===== src/rtl/pipe_hazard_if.sv =====
// Hazard-controller bundle: hazard sources from the pipeline, stage controls and counters back.
// The master side is the pipeline and the slave side is pipe_hazard_ctrl.
interface pipe_hazard_if #(
    parameter int CNT_W = 16
);
    logic [4:0]       id_rs1;
    logic [4:0]       id_rs2;
    logic             id_use_rs1;
    logic             id_use_rs2;
    logic [4:0]       ex_rd;
    logic             ex_mem_read;
    logic             exmem_pc_sel;
    logic             imem_ready;
    logic             dmem_req;
    logic             dmem_ready;
    logic             pc_en;
    logic             pc_redirect;
    logic             ifid_en;
    logic             idex_en;
    logic             exmem_en;
    logic             memwb_en;
    logic             ifid_flush;
    logic             idex_flush;
    logic             exmem_flush;
    logic [2:0]       state;
    logic [CNT_W-1:0] stall_cnt;
    logic [CNT_W-1:0] flush_cnt;
    logic             mem_timeout;

    modport master (
        output id_rs1, id_rs2, id_use_rs1, id_use_rs2, ex_rd, ex_mem_read,
               exmem_pc_sel, imem_ready, dmem_req, dmem_ready,
        input  pc_en, pc_redirect, ifid_en, idex_en, exmem_en, memwb_en,
               ifid_flush, idex_flush, exmem_flush, state, stall_cnt, flush_cnt,
               mem_timeout
    );

    modport slave (
        input  id_rs1, id_rs2, id_use_rs1, id_use_rs2, ex_rd, ex_mem_read,
               exmem_pc_sel, imem_ready, dmem_req, dmem_ready,
        output pc_en, pc_redirect, ifid_en, idex_en, exmem_en, memwb_en,
               ifid_flush, idex_flush, exmem_flush, state, stall_cnt, flush_cnt,
               mem_timeout
    );
endinterface


===== src/rtl/pipe_hazard_ctrl.sv =====
// Central 5-stage pipeline controller: picks run/stall/bubble/squash each cycle and
// keeps saturating stall/flush counters plus a sticky data-memory timeout flag.
module pipe_hazard_ctrl #(
    parameter int CNT_W    = 16,
    parameter int WAIT_W   = 8,
    parameter int WAIT_MAX = 200
) (
    input  logic          clk,
    input  logic          rst,
    pipe_hazard_if.slave  hz
);
    typedef enum logic [2:0] {
        ST_RUN       = 3'd0,
        ST_DMEM_WAIT = 3'd1,
        ST_REDIRECT  = 3'd2,
        ST_LU_STALL  = 3'd3,
        ST_IMEM_WAIT = 3'd4
    } state_e;

    // Control word order: pc_en, pc_redirect, ifid_en, idex_en, exmem_en, memwb_en,
    // ifid_flush, idex_flush, exmem_flush.
    localparam logic [8:0] CTL_IDLE  = 9'b0_0_0000_000;
    localparam logic [8:0] CTL_DWAIT = 9'b0_0_0000_000;
    localparam logic [8:0] CTL_REDIR = 9'b1_1_1111_111;
    localparam logic [8:0] CTL_LU    = 9'b0_0_0111_010;
    localparam logic [8:0] CTL_IWAIT = 9'b0_0_1111_100;
    localparam logic [8:0] CTL_RUN   = 9'b1_0_1111_000;

    logic          dmem_wait_s;
    logic          lu_hit_s;
    logic          stall_s;
    logic          flush_s;
    logic [8:0]    ctl_s;
    state_e        decision_s;
    state_e        state_r;
    logic [CNT_W-1:0]  stall_cnt_r;
    logic [CNT_W-1:0]  flush_cnt_r;
    logic [WAIT_W-1:0] wait_cnt_r;
    logic          mem_timeout_r;

    assign dmem_wait_s = hz.dmem_req & ~hz.dmem_ready;
    // x0 is hardwired to zero, so a load targeting it never creates a dependency.
    assign lu_hit_s = hz.ex_mem_read & (hz.ex_rd != 5'd0) &
                      ((hz.id_use_rs1 & (hz.id_rs1 == hz.ex_rd)) |
                       (hz.id_use_rs2 & (hz.id_rs2 == hz.ex_rd)));

    // Priority decision: reset, dmem wait, redirect, load-use, imem wait, run.
    always_comb begin
        ctl_s      = CTL_IDLE;
        decision_s = ST_RUN;
        if (rst) begin
            ctl_s      = CTL_IDLE;
            decision_s = ST_RUN;
        end else if (dmem_wait_s) begin
            ctl_s      = CTL_DWAIT;
            decision_s = ST_DMEM_WAIT;
        end else if (hz.exmem_pc_sel) begin
            ctl_s      = CTL_REDIR;
            decision_s = ST_REDIRECT;
        end else if (lu_hit_s) begin
            ctl_s      = CTL_LU;
            decision_s = ST_LU_STALL;
        end else if (!hz.imem_ready) begin
            ctl_s      = CTL_IWAIT;
            decision_s = ST_IMEM_WAIT;
        end else begin
            ctl_s      = CTL_RUN;
            decision_s = ST_RUN;
        end
    end

    // Classify the decided row for the performance counters.
    always_comb begin
        stall_s = 1'b0;
        flush_s = 1'b0;
        case (decision_s)
            ST_DMEM_WAIT, ST_LU_STALL, ST_IMEM_WAIT: stall_s = ~rst;
            ST_REDIRECT:                             flush_s = ~rst;
            default: begin
                stall_s = 1'b0;
                flush_s = 1'b0;
            end
        endcase
    end

    // Registered state, saturating counters and the sticky timeout flag.
    always_ff @(posedge clk) begin
        if (rst) begin
            state_r       <= ST_RUN;
            stall_cnt_r   <= {CNT_W{1'b0}};
            flush_cnt_r   <= {CNT_W{1'b0}};
            wait_cnt_r    <= {WAIT_W{1'b0}};
            mem_timeout_r <= 1'b0;
        end else begin
            state_r <= decision_s;
            if (stall_s && (stall_cnt_r != {CNT_W{1'b1}})) begin
                stall_cnt_r <= stall_cnt_r + CNT_W'(1);
            end
            if (flush_s && (flush_cnt_r != {CNT_W{1'b1}})) begin
                flush_cnt_r <= flush_cnt_r + CNT_W'(1);
            end
            if (dmem_wait_s) begin
                if (wait_cnt_r != {WAIT_W{1'b1}}) begin
                    wait_cnt_r <= wait_cnt_r + WAIT_W'(1);
                end
                // Fires on the WAIT_MAX-th consecutive wait cycle.
                if (wait_cnt_r == WAIT_W'(WAIT_MAX - 1)) begin
                    mem_timeout_r <= 1'b1;
                end
            end else begin
                wait_cnt_r <= {WAIT_W{1'b0}};
            end
        end
    end

    assign hz.pc_en       = ctl_s[8];
    assign hz.pc_redirect = ctl_s[7];
    assign hz.ifid_en     = ctl_s[6];
    assign hz.idex_en     = ctl_s[5];
    assign hz.exmem_en    = ctl_s[4];
    assign hz.memwb_en    = ctl_s[3];
    assign hz.ifid_flush  = ctl_s[2];
    assign hz.idex_flush  = ctl_s[1];
    assign hz.exmem_flush = ctl_s[0];
    assign hz.state       = state_r;
    assign hz.stall_cnt   = stall_cnt_r;
    assign hz.flush_cnt   = flush_cnt_r;
    assign hz.mem_timeout = mem_timeout_r;
endmodule


===== src/flat_wrapper.sv =====
// flat-port wrapper written by rule: the top's interface ports become plain ports
module pipe_hazard_ctrl_flat 
#(
    parameter int CNT_W    = 16,
    parameter int WAIT_W   = 8,
    parameter int WAIT_MAX = 200
)
  (clk, rst, hz_id_rs1, hz_id_rs2, hz_id_use_rs1, hz_id_use_rs2, hz_ex_rd, hz_ex_mem_read, hz_exmem_pc_sel, hz_imem_ready, hz_dmem_req, hz_dmem_ready, hz_pc_en, hz_pc_redirect, hz_ifid_en, hz_idex_en, hz_exmem_en, hz_memwb_en, hz_ifid_flush, hz_idex_flush, hz_exmem_flush, hz_state, hz_stall_cnt, hz_flush_cnt, hz_mem_timeout);
  pipe_hazard_if #(.CNT_W(CNT_W)) hz_i ();
  input  logic clk;
  input  logic rst;
  input wire logic [$bits(hz_i.id_rs1)-1:0] hz_id_rs1;
  input wire logic [$bits(hz_i.id_rs2)-1:0] hz_id_rs2;
  input wire logic [$bits(hz_i.id_use_rs1)-1:0] hz_id_use_rs1;
  input wire logic [$bits(hz_i.id_use_rs2)-1:0] hz_id_use_rs2;
  input wire logic [$bits(hz_i.ex_rd)-1:0] hz_ex_rd;
  input wire logic [$bits(hz_i.ex_mem_read)-1:0] hz_ex_mem_read;
  input wire logic [$bits(hz_i.exmem_pc_sel)-1:0] hz_exmem_pc_sel;
  input wire logic [$bits(hz_i.imem_ready)-1:0] hz_imem_ready;
  input wire logic [$bits(hz_i.dmem_req)-1:0] hz_dmem_req;
  input wire logic [$bits(hz_i.dmem_ready)-1:0] hz_dmem_ready;
  output wire logic [$bits(hz_i.pc_en)-1:0] hz_pc_en;
  output wire logic [$bits(hz_i.pc_redirect)-1:0] hz_pc_redirect;
  output wire logic [$bits(hz_i.ifid_en)-1:0] hz_ifid_en;
  output wire logic [$bits(hz_i.idex_en)-1:0] hz_idex_en;
  output wire logic [$bits(hz_i.exmem_en)-1:0] hz_exmem_en;
  output wire logic [$bits(hz_i.memwb_en)-1:0] hz_memwb_en;
  output wire logic [$bits(hz_i.ifid_flush)-1:0] hz_ifid_flush;
  output wire logic [$bits(hz_i.idex_flush)-1:0] hz_idex_flush;
  output wire logic [$bits(hz_i.exmem_flush)-1:0] hz_exmem_flush;
  output wire logic [$bits(hz_i.state)-1:0] hz_state;
  output wire logic [$bits(hz_i.stall_cnt)-1:0] hz_stall_cnt;
  output wire logic [$bits(hz_i.flush_cnt)-1:0] hz_flush_cnt;
  output wire logic [$bits(hz_i.mem_timeout)-1:0] hz_mem_timeout;
  assign hz_i.id_rs1 = hz_id_rs1;
  assign hz_i.id_rs2 = hz_id_rs2;
  assign hz_i.id_use_rs1 = hz_id_use_rs1;
  assign hz_i.id_use_rs2 = hz_id_use_rs2;
  assign hz_i.ex_rd = hz_ex_rd;
  assign hz_i.ex_mem_read = hz_ex_mem_read;
  assign hz_i.exmem_pc_sel = hz_exmem_pc_sel;
  assign hz_i.imem_ready = hz_imem_ready;
  assign hz_i.dmem_req = hz_dmem_req;
  assign hz_i.dmem_ready = hz_dmem_ready;
  assign hz_pc_en = hz_i.pc_en;
  assign hz_pc_redirect = hz_i.pc_redirect;
  assign hz_ifid_en = hz_i.ifid_en;
  assign hz_idex_en = hz_i.idex_en;
  assign hz_exmem_en = hz_i.exmem_en;
  assign hz_memwb_en = hz_i.memwb_en;
  assign hz_ifid_flush = hz_i.ifid_flush;
  assign hz_idex_flush = hz_i.idex_flush;
  assign hz_exmem_flush = hz_i.exmem_flush;
  assign hz_state = hz_i.state;
  assign hz_stall_cnt = hz_i.stall_cnt;
  assign hz_flush_cnt = hz_i.flush_cnt;
  assign hz_mem_timeout = hz_i.mem_timeout;
  pipe_hazard_ctrl #(.CNT_W(CNT_W), .WAIT_W(WAIT_W), .WAIT_MAX(WAIT_MAX)) u_core (.clk(clk), .rst(rst), .hz(hz_i));
endmodule

===== config.mk =====
export PLATFORM = sky130hd
export DESIGN_NAME = pipe_hazard_ctrl_flat
export DESIGN_NICKNAME = d
export VERILOG_FILES = /design/src/rtl/pipe_hazard_if.sv /design/src/rtl/pipe_hazard_ctrl.sv /design/src/flat_wrapper.sv
export SDC_FILE = /design/constraint.sdc
export NUM_CORES = 1
export LEC_CHECK = 0
export BUFFER_PORTS_ARGS = -buffer_cell sky130_fd_sc_hd__buf_2
export CORE_MARGIN = 2
export CORE_UTILIZATION = 45
export CTS_CLUSTER_DIAMETER = 200
export DETAILED_ROUTE_END_ITERATION = 10
export PLACE_DENSITY = 0.71
export SKIP_LAST_GASP = 1
export SLEW_MARGIN = 20
export SYNTH_ARGS = -nofsm -noshare
export SYNTH_HDL_FRONTEND = slang
export SYNTH_SLANG_ARGS = --single-unit

===== constraint.sdc =====
create_clock -name clk -period 5.5 [get_ports clk]
set_clock_uncertainty 0.2 [all_clocks]
set_input_delay 1.1 -clock clk [delete_from_list [all_inputs] [get_ports clk]]
set_output_delay 1.1 -clock clk [all_outputs]
set_load 0.01 [all_outputs]

==> results of run 1 <==
## cell usage in the layout, fill, tap and decap left out, types with 6 or more instances in the layout
cell type	count
a21oi_1	14
o31ai_1	10
dfxtp_1	44
xnor2_1	23
inv_1	11
nor3_1	9
or4_1	12
nand2_1	16
clkbuf_8	6
nand4_1	8
buf_2	68
o21ai_0	6
nor2_1	31
nand3_1	16
and3_1	7
## worst max path at each step
stage                          endpoint
after floorplan           hz_ifid_flush
after global placement         hz_pc_en
after detailed placement       hz_pc_en
after CTS                 hz_ifid_flush
after global routing      hz_ifid_flush
final                          hz_pc_en
## tightest hold or removal path: stages, from the launching register on
cell and delay, ns:
dfxtp_1 0.33, a41oi_1 0.04, nor2_1 0.07
## kinds of logic after synthesis
group           Yosys count  share of synthesized area [%]
simple gates            131                          31.18
xor+xnor                 25                          9.328
buf+inv                  24                          5.490
compound gates           43                          12.26
fa+ha+maj                 3                          1.599
flops                    44                          37.53
mux                       5                          2.612
## cells in the mapped netlist, types with 3 or more instances
master / number
a21oi_1: 14
and3_1: 7
buf_4: 3
clkbuf_1: 4
dfxtp_1: 44
ha_1: 3
inv_1: 11
nand2_1: 16
nand3_1: 16
nand4_1: 8
nor2_1: 31
nor2_2: 3
nor2b_1: 4
nor3_1: 9
nor4_1: 4
o21ai_0: 6
o31ai_1: 10
or3_1: 3
or4_1: 12
xnor2_1: 23
## power breakdown
part           internal (mW)  switching (mW)
clock                  0.102           0.109
combinational         0.0257          0.0345
sequential             0.322         0.00404
total                  0.450           0.148
## layout make-up
| class | count | area (sq um) |
|---|---|---|
| multi-input combinational | 207 | 1341 |
| fill | 477 | 2275 |
| clock inverter | 1 | 7.507 |
| tap | 70 | 87.58 |
| timing repair buffer | 70 | 355.3 |
| inverter | 11 | 41.29 |
| clock buffer | 7 | 86.33 |
| sequential | 44 | 880.8 |
## layer usage
layer | vias to the layer above | wire length (microns) | track usage (%)
met3 | 5 | 169 | 3.673
met4 | 0 | 53 | 6.000
met5 | - | 0 | 0
met2 | 35 | 2410 | 29.91
li1 | 1115 | - | -
met1 | 998 | 2414 | 22.76
## state kept, by name, summed over array words and instances, names as in the netlist
register / cells
u_core.hz.mem_timeout: 1
u_core.hz.stall_cnt: 16
u_core.hz.state: 3
u_core.hz.flush_cnt: 16
u_core.wait_cnt_r: 8
## metrics by stage
| step | setup slack, ns | area (sq um) | std cells | power (mW) | hold WS (ns) |
|---|---|---|---|---|---|
| 2_1_floorplan | 1.716 | 2347 | 275 | 0.3740 | 0.2978 |
| 3_3_place_gp | 1.573 | 2703 | 402 | 0.3930 | 0.2633 |
| 3_5_place_dp | 1.529 | 2703 | 402 | 0.3940 | 0.2693 |
| 4_1_cts | 1.524 | 2796 | 410 | 0.6067 | 0.2898 |
| 5_1_grt | 1.441 | 2800 | 410 | 0.6249 | 0.3117 |
| 6_report | 1.526 | 2800 | 410 | 0.5977 | 0.2792 |
==> out/metrics.cfg, run 1 <==
[status]
outcome = completed

[floorplan]
die_w_microns = 76.22
initial_core_util_pct = 46.25
die_area_sq_um = 5809
io_pins = 69
core_sq_um = 5075
die_h_microns = 76.22
rows = 26

[route]
drc = 0
avgViaCountPerCell = 5.251
drtIter0Drc = 107
ant_nets = 0
post_drt_wl_per_cell_microns = 12.31
num_vias = 2153
wl_mm = 5.047
dr.pass1.iters = 4

[worst_hold_path]
worstHoldEndpoint = u_core.hz.mem_timeout
hold_class = reg2reg
hp-start = u_core.hz.mem_timeout
min_path_cells = 2

[clock_network]
cts_made_buffers = 5
cts_tree = yes
cts_hold_buf = 0
path_clk_slew_ns = 0.07
cts_root_buf = clkbuf_8
clock_sinks = 44
post_cts_buffers = 0
clk_path_buf_depth = 2
htree_levels = 2
cts_resized = 0
clk_latency_ns = 0.29

[timing]
finalSetupTns_ns = 0
timing.final.max_slew_violations = 0
fmax_ghz = 0.2516
hold_violations = 0
max_slew.worst_pin.slew_ns = 0.6614
post-route-period-util_pct = 72.26
period_minus_slack_ns = 3.974
setup_viol = 0
rsz0062_at_grt = no
slew_headroom_pct = 55.86

[synth]
synthFlopType = dfxtp_1
synth_nets = 302
ys_seq_area_share_pct = 37.53
yosysWarningCount = 0
synth_seq_cells = 44
synth_top_area_share_pct = 37.53
synth_cell_types = 52
synth_edf_count = 0
synth_top_cell_by_area = dfxtp_1
synth_area_sq_um = 2347
syn_area_per_cell_sq_um = 8.535
synth_area_leaders = dfxtp_1, xnor2_1, nor2_1
synth_cells = 275
synthArstFlopShare_pct = 0

[power_and_ir_drop]
p_per_area_nw_per_um2 = 213.5
p_leak_nw = 1.083
irDropWorstVdd_v = 0.0001013

[placement]
port_buffers = 68
gp_congestion = 0.7700
dp_hpwl_mm = 3.665

[worst_setup_path]
reg2reg_depth = 6
path_delay_family = simple AND/OR/NAND/NOR gates
path_buf_inv = 2
worstSetupStartpoint = hz_ex_rd[0]
crit_top_cell = buf_2
critPathSlowestCell = or4_1
timing.rr.start = u_core.hz.stall_cnt[1]
critPathMaxStageDelay_ns = 0.54
path_cells = buf_2, or4_1, o21ai_2, and2b_2, nand2b_1, o21ai_0, buf_2
crit_required_ns = 4.20
crit_path_end_kind = output pin
cp_max_fo = 4
crit_arrival_ns = 2.67
reg2reg_slack_ns = 3.00
worst-path-stages = 7
start_kind = input port
rr_endpoint = u_core.hz.stall_cnt[7]
path_class = in2out

[final_layout]
diodes = 0
fin_util_pct = 55.18
final_nets = 366
drive_gt1_share_pct = 28.82
syn_to_final_growth_pct = 19.30

[global_route]
grt_remaining_overflow = 0
grt_pass1_wl_mm = 8.742
antenna_found_initial = 0
grt_usage_pct = 17.81
grt_max_degree = 40
grt_pass1_vias = 1928

[job]
drv_cap = 0

(Power assumes the default switching activity.)
==> inputs of run 2 (changes only) <==
Clock period 5.5 ns to 4.1 ns, I/O delays scaled along.
==> run 2 against run 1 <==
Against the previous run: sequential power rose by 34%; critical path depth did not move; combinational power rose by 36%; design area fell by 0.22%; wire length rose by 1.5%; first-iteration DRC count fell by 16%; global-route usage barely moved; largest cell class unchanged; largest power group unchanged.
==> out/metrics.cfg, run 2 (synthesis results as in run 1) <==
[timing]
finalSetupTns_ns = 0  ; unchanged
post-route-period-util_pct = 83.72
period_minus_slack_ns = 3.432
fmax_ghz = 0.2913
setup_viol = 0  ; unchanged
rsz0062_at_grt = no
max_slew.worst_pin.slew_ns = 0.6561  ; -0.005232 ns
finalWorstSetupSlack_ns = 0.6675  ; -0.8584 ns
slew_headroom_pct = 56.21  ; +0.35 points
hold_slack_ns = 0.2823  ; +0.003121 ns
hold_violations = 0  ; unchanged
timing.final.max_slew_violations = 0  ; unchanged

[route]
num_vias = 2140  ; -0.60%
wl_mm = 5.122  ; +1.5%
avgViaCountPerCell = 5.220  ; -0.60%
post_drt_wl_per_cell_microns = 12.49  ; +1.5%
drtIter0Drc = 90  ; -16%
drc = 0  ; unchanged
dr.pass1.iters = 6  ; +2
ant_nets = 0  ; unchanged

[floorplan]
io_pins = 69  ; unchanged
die_area_sq_um = 5809  ; unchanged
die_w_microns = 76.22  ; unchanged
die_h_microns = 76.22  ; unchanged
rows = 26  ; unchanged
initial_core_util_pct = 46.25  ; unchanged
core_sq_um = 5075  ; unchanged

[final_layout]
nFillCells = 504  ; +5.7%
drive_gt1_share_pct = 29.12  ; +0.29 points
syn_to_final_growth_pct = 19.03
final_nets = 366  ; unchanged
multiInputGateArea_sq_um = 1341  ; unchanged
final_common_cell = buf_2
diodes = 0  ; unchanged
register_area_sq_um = 880.8  ; unchanged
layout_common_cells = buf_2, dfxtp_1, nor2_1

[worst_setup_path]
start_kind = input port
path_delay_family = simple AND/OR/NAND/NOR gates
critPathMaxStageDelay_ns = 0.54  ; about the same
crit_path_end_kind = output pin
path_cells = buf_2, or4_1, o21ai_2, and2b_2, nand2b_1, o21ai_0, buf_2
critPathSlowestCell = or4_1
path_class = in2out
crit_required_ns = 3.08  ; -1.12 ns
path_buf_inv = 2  ; unchanged
crit_arrival_ns = 2.41  ; -0.26 ns
cp_max_fo = 4  ; unchanged
crit_top_cell = buf_2

[clock_network]
cts_hold_buf = 0  ; unchanged
clk_path_buf_depth = 2  ; unchanged
cts_resized = 0  ; unchanged
path_clk_slew_ns = 0.08  ; about the same
clk_latency_ns = 0.29  ; about the same
clock_sinks = 44  ; unchanged
cts_root_buf = clkbuf_8
cts_made_buffers = 5  ; unchanged
htree_levels = 2  ; unchanged
cts_tree = yes
post_cts_buffers = 0  ; unchanged

[placement]
port_buffers = 68  ; unchanged
dp_worst_setup_slack_ns = 0.6810  ; -0.8478 ns
gp_congestion = 0.7871  ; +2.2%
dp_hpwl_mm = 3.724  ; +1.6%

[global_route]
grt_pass1_wl_mm = 8.763  ; +0.24%
grt_usage_pct = 17.81  ; about the same
grt_pass1_vias = 1981  ; +2.7%
grt_remaining_overflow = 0  ; unchanged
grt_max_degree = 39  ; -2.5%
antenna_found_initial = 0  ; unchanged

[worst_hold_path]
hold_class = reg2reg

[power_and_ir_drop]
p_per_area_nw_per_um2 = 281.9  ; +32%
irDropWorstVdd_v = 0.0001733  ; +71%
p_leak_nw = 1.086  ; +0.32%

[job]
drv_cap = 0  ; unchanged

[status]
outcome = completed

[run 2: cell count changes in the layout (fill, tap and decap cells not counted), sizes merged]
cell,previous run,this run
clkbuf,7,5
clkinvlp,1,0
clkinv,0,3
[run 2: worst register-to-register path, cell delays in order (launching register included)]
cell,delay [ns]
dfxtp_1,0.44
ha_1,0.26
nand3_1,0.21
or2_1,0.33
nor2_2,0.52
nor4b_2,0.11
mux2_4,0.31
[run 2: path summary, 6_finish.rpt]
path                            from                      end  slack [ns]  cells past startpoint
min reg2reg  u_core.hz.stall_cnt[15]  u_core.hz.stall_cnt[15]        0.28                      2
max                      hz_ex_rd[0]                 hz_pc_en        0.67                      7
min          u_core.hz.stall_cnt[15]  u_core.hz.stall_cnt[15]        0.28                      2
max reg2reg   u_core.hz.stall_cnt[1]   u_core.hz.stall_cnt[7]        1.63                      6
[run 2: cell type report]
cell class | count | share of cell area [%]
Clock buffer | 5 | 2.463
Clock inverter | 3 | 0.6717
Inverter | 11 | 1.478
Multi-Input combinational cell | 207 | 48.01
Sequential cell | 44 | 31.53
Tap cell | 70 | 3.135
Timing Repair Buffer | 70 | 12.72
[run 2: power by group]
group          leakage (nW)  switching [mW]  internal [mW]
clock                0.0479           0.150          0.119
sequential            0.355         0.00523          0.432
combinational         0.683          0.0471         0.0347
total                  1.09           0.203          0.585
[run 2: metrics by stage]
step,cell area [sq um],utilization (%),power (mW),cells
floorplan,2347,-,0.5017,275
global placement,2703,53.25,0.5276,402
detailed placement,2703,53.25,0.5290,402
CTS,2790,54.98,0.7972,410
global route,2794,55.05,0.8261,410
finish,2794,55.05,0.7877,410
[run 2: routing by layer]
layer / part of all wire (%) / track usage [%]
met1: 49 / 22.36
met5: 0 / 0
met2: 47 / 30.00
met3: 3.4 / 4.502
met4: 0.92 / 5.636
==> inputs of run 3 (changes only) <==
Clock period 4.1 ns to 3.5 ns, I/O delays scaled along.
==> run 3 against run 2 <==
Against the previous run: sequential share of layout area shrank 0.085 points; design area grew 0.27%; wire length fell by 1.1%; count of clock-buffer cells in the layout stayed put; via count decreased by 0.42%; global-route usage fell by 0.23 points; final cell count shrank 0.49%; largest power group unchanged.
==> out/metrics.cfg, run 3 (synthesis results as in run 1) <==
[route]
wl_mm = 5.064  ; -1.1%
avgViaCountPerCell = 5.223  ; about the same
dr.pass1.iters = 4  ; -2
ant_nets = 0  ; unchanged
drc = 0  ; unchanged
drtIter0Drc = 104  ; +16%
post_drt_wl_per_cell_microns = 12.41  ; -0.65%
num_vias = 2131  ; -0.42%

[global_route]
grt_pass1_wl_mm = 8.604  ; -1.8%
grt_max_degree = 39  ; unchanged
grt_pass1_vias = 1887  ; -4.7%
grt_remaining_overflow = 0  ; unchanged
antenna_found_initial = 0  ; unchanged
grt_usage_pct = 17.58  ; -0.23 points

[timing]
hold_slack_ns = 0.2821  ; -0.0001680 ns
hold_violations = 0  ; unchanged
rsz0062_at_grt = no
period_minus_slack_ns = 3.165
slew_headroom_pct = 32.40  ; -24 points
fmax_ghz = 0.3159
max_slew.worst_pin.slew_ns = 1.007  ; +0.3511 ns
post-route-period-util_pct = 90.44
finalSetupTns_ns = 0  ; unchanged
setup_viol = 0  ; unchanged
timing.final.max_slew_violations = 0  ; unchanged

[worst_setup_path]
crit_required_ns = 2.60  ; -0.48 ns
cp_max_fo = 4  ; unchanged
crit_arrival_ns = 2.27  ; -0.14 ns
path_class = in2out
start_kind = input port
worstSetupStartpoint = hz_ex_rd[0]
crit_path_end_kind = output pin
timing.rr.start = u_core.hz.flush_cnt[0]

[final_layout]
multiInputGateArea_sq_um = 1338  ; -0.28%
final_common_cell = buf_2
drive_gt1_share_pct = 28.40  ; -0.72 points
final_nets = 366  ; unchanged
layout_common_cells = buf_2, dfxtp_1, nor2_1
register_area_sq_um = 880.8  ; unchanged
syn_to_final_growth_pct = 19.35
nFillCells = 493  ; -2.2%
diodes = 0  ; unchanged

[floorplan]
die_area_sq_um = 5809  ; unchanged
core_sq_um = 5075  ; unchanged
initial_core_util_pct = 46.25  ; unchanged
rows = 26  ; unchanged
die_h_microns = 76.22  ; unchanged
die_w_microns = 76.22  ; unchanged
io_pins = 69  ; unchanged

[clock_network]
post_cts_buffers = 0  ; unchanged
cts_root_buf = clkbuf_8
htree_levels = 2  ; unchanged
cts_made_buffers = 5  ; unchanged
path_clk_slew_ns = 0.08  ; about the same
clk_path_buf_depth = 2  ; unchanged
clock_sinks = 44  ; unchanged
cts_resized = 0  ; unchanged
cts_tree = yes
clk_latency_ns = 0.29  ; about the same
cts_hold_buf = 0  ; unchanged

[power_and_ir_drop]
irDropWorstVdd_v = 0.0002139  ; +23%
p_per_area_nw_per_um2 = 348.5  ; +24%
p_leak_nw = 1.088  ; +0.13%

[job]
drv_cap = 0  ; unchanged

[worst_hold_path]
hold_class = reg2reg
hp-start = u_core.hz.stall_cnt[15]

[placement]
gp_congestion = 0.7836  ; -0.44%
dp_hpwl_mm = 3.671  ; -1.4%
port_buffers = 68  ; unchanged

[status]
outcome = completed

-- run 3: cell types whose count changed in the layout (fill, tap and decap cells not counted), sizes merged --
cell	previous run	this run
bufinv	0	1
clkinv	3	0
-- run 3: critical path, cell delays in order --
cell	delay, ns
buf_2	0.12
or4_1	0.55
o21ai_2	0.16
and2b_2	0.25
nand2b_1	0.18
o21ai_0	0.16
buf_2	0.15
-- run 3: per-layer routing --
| metal | part of all wire [%] | vias to the layer above | GRT usage [%] |
|---|---|---|---|
| met5 | 0 | - | 0 |
| met4 | 0.91 | 0 | 6.545 |
| met1 | 48 | 972 | 22.87 |
| met3 | 4.2 | 6 | 4.384 |
| li1 | - | 1112 | - |
| met2 | 46 | 41 | 28.23 |
-- run 3: path summary, 6_finish.rpt --
kind / endpoint / slack [ns] / cells past startpoint
worst min-delay path: u_core.hz.stall_cnt[15] / 0.28 / 2
worst max register to register: u_core.hz.flush_cnt[11] / 0.94 / 7
worst max-delay path: hz_pc_en / 0.33 / 7
worst min register to register: u_core.hz.stall_cnt[15] / 0.28 / 2
-- run 3: area by class of cell --
| type | count | share of cell area, % |
|---|---|---|
| multi-input combinational | 207 | 47.74 |
| sequential | 44 | 31.44 |
| timing repair buffer | 70 | 12.68 |
| tap | 70 | 3.126 |
| clock buffer | 5 | 2.456 |
| inverter | 11 | 1.474 |
| clock inverter | 1 | 1.072 |
-- run 3: metrics by stage --
step / utilization [%] / area (sq um) / worst slack (ns) / instances / power, mW
after floorplan: - / 2347 / 0.5162 / 275 / 0.5877
after global placement: 53.25 / 2703 / 0.3743 / 402 / 0.6181
after detailed placement: 53.25 / 2703 / 0.3294 / 402 / 0.6188
after CTS: 55.20 / 2801 / 0.3297 / 408 / 0.9894
after global routing: 55.20 / 2801 / 0.2046 / 408 / 1.016
final: 55.20 / 2801 / 0.3346 / 408 / 0.9763
-- run 3: where the power goes --
| part | total [mW] | leakage [nW] | switching [mW] | internal (mW) |
|---|---|---|---|---|
| clock | 0.369 | 0.0501 | 0.164 | 0.205 |
| sequential | 0.512 | 0.355 | 0.00643 | 0.506 |
| combinational | 0.0949 | 0.682 | 0.0546 | 0.0403 |
| total | 0.976 | 1.09 | 0.225 | 0.751 |
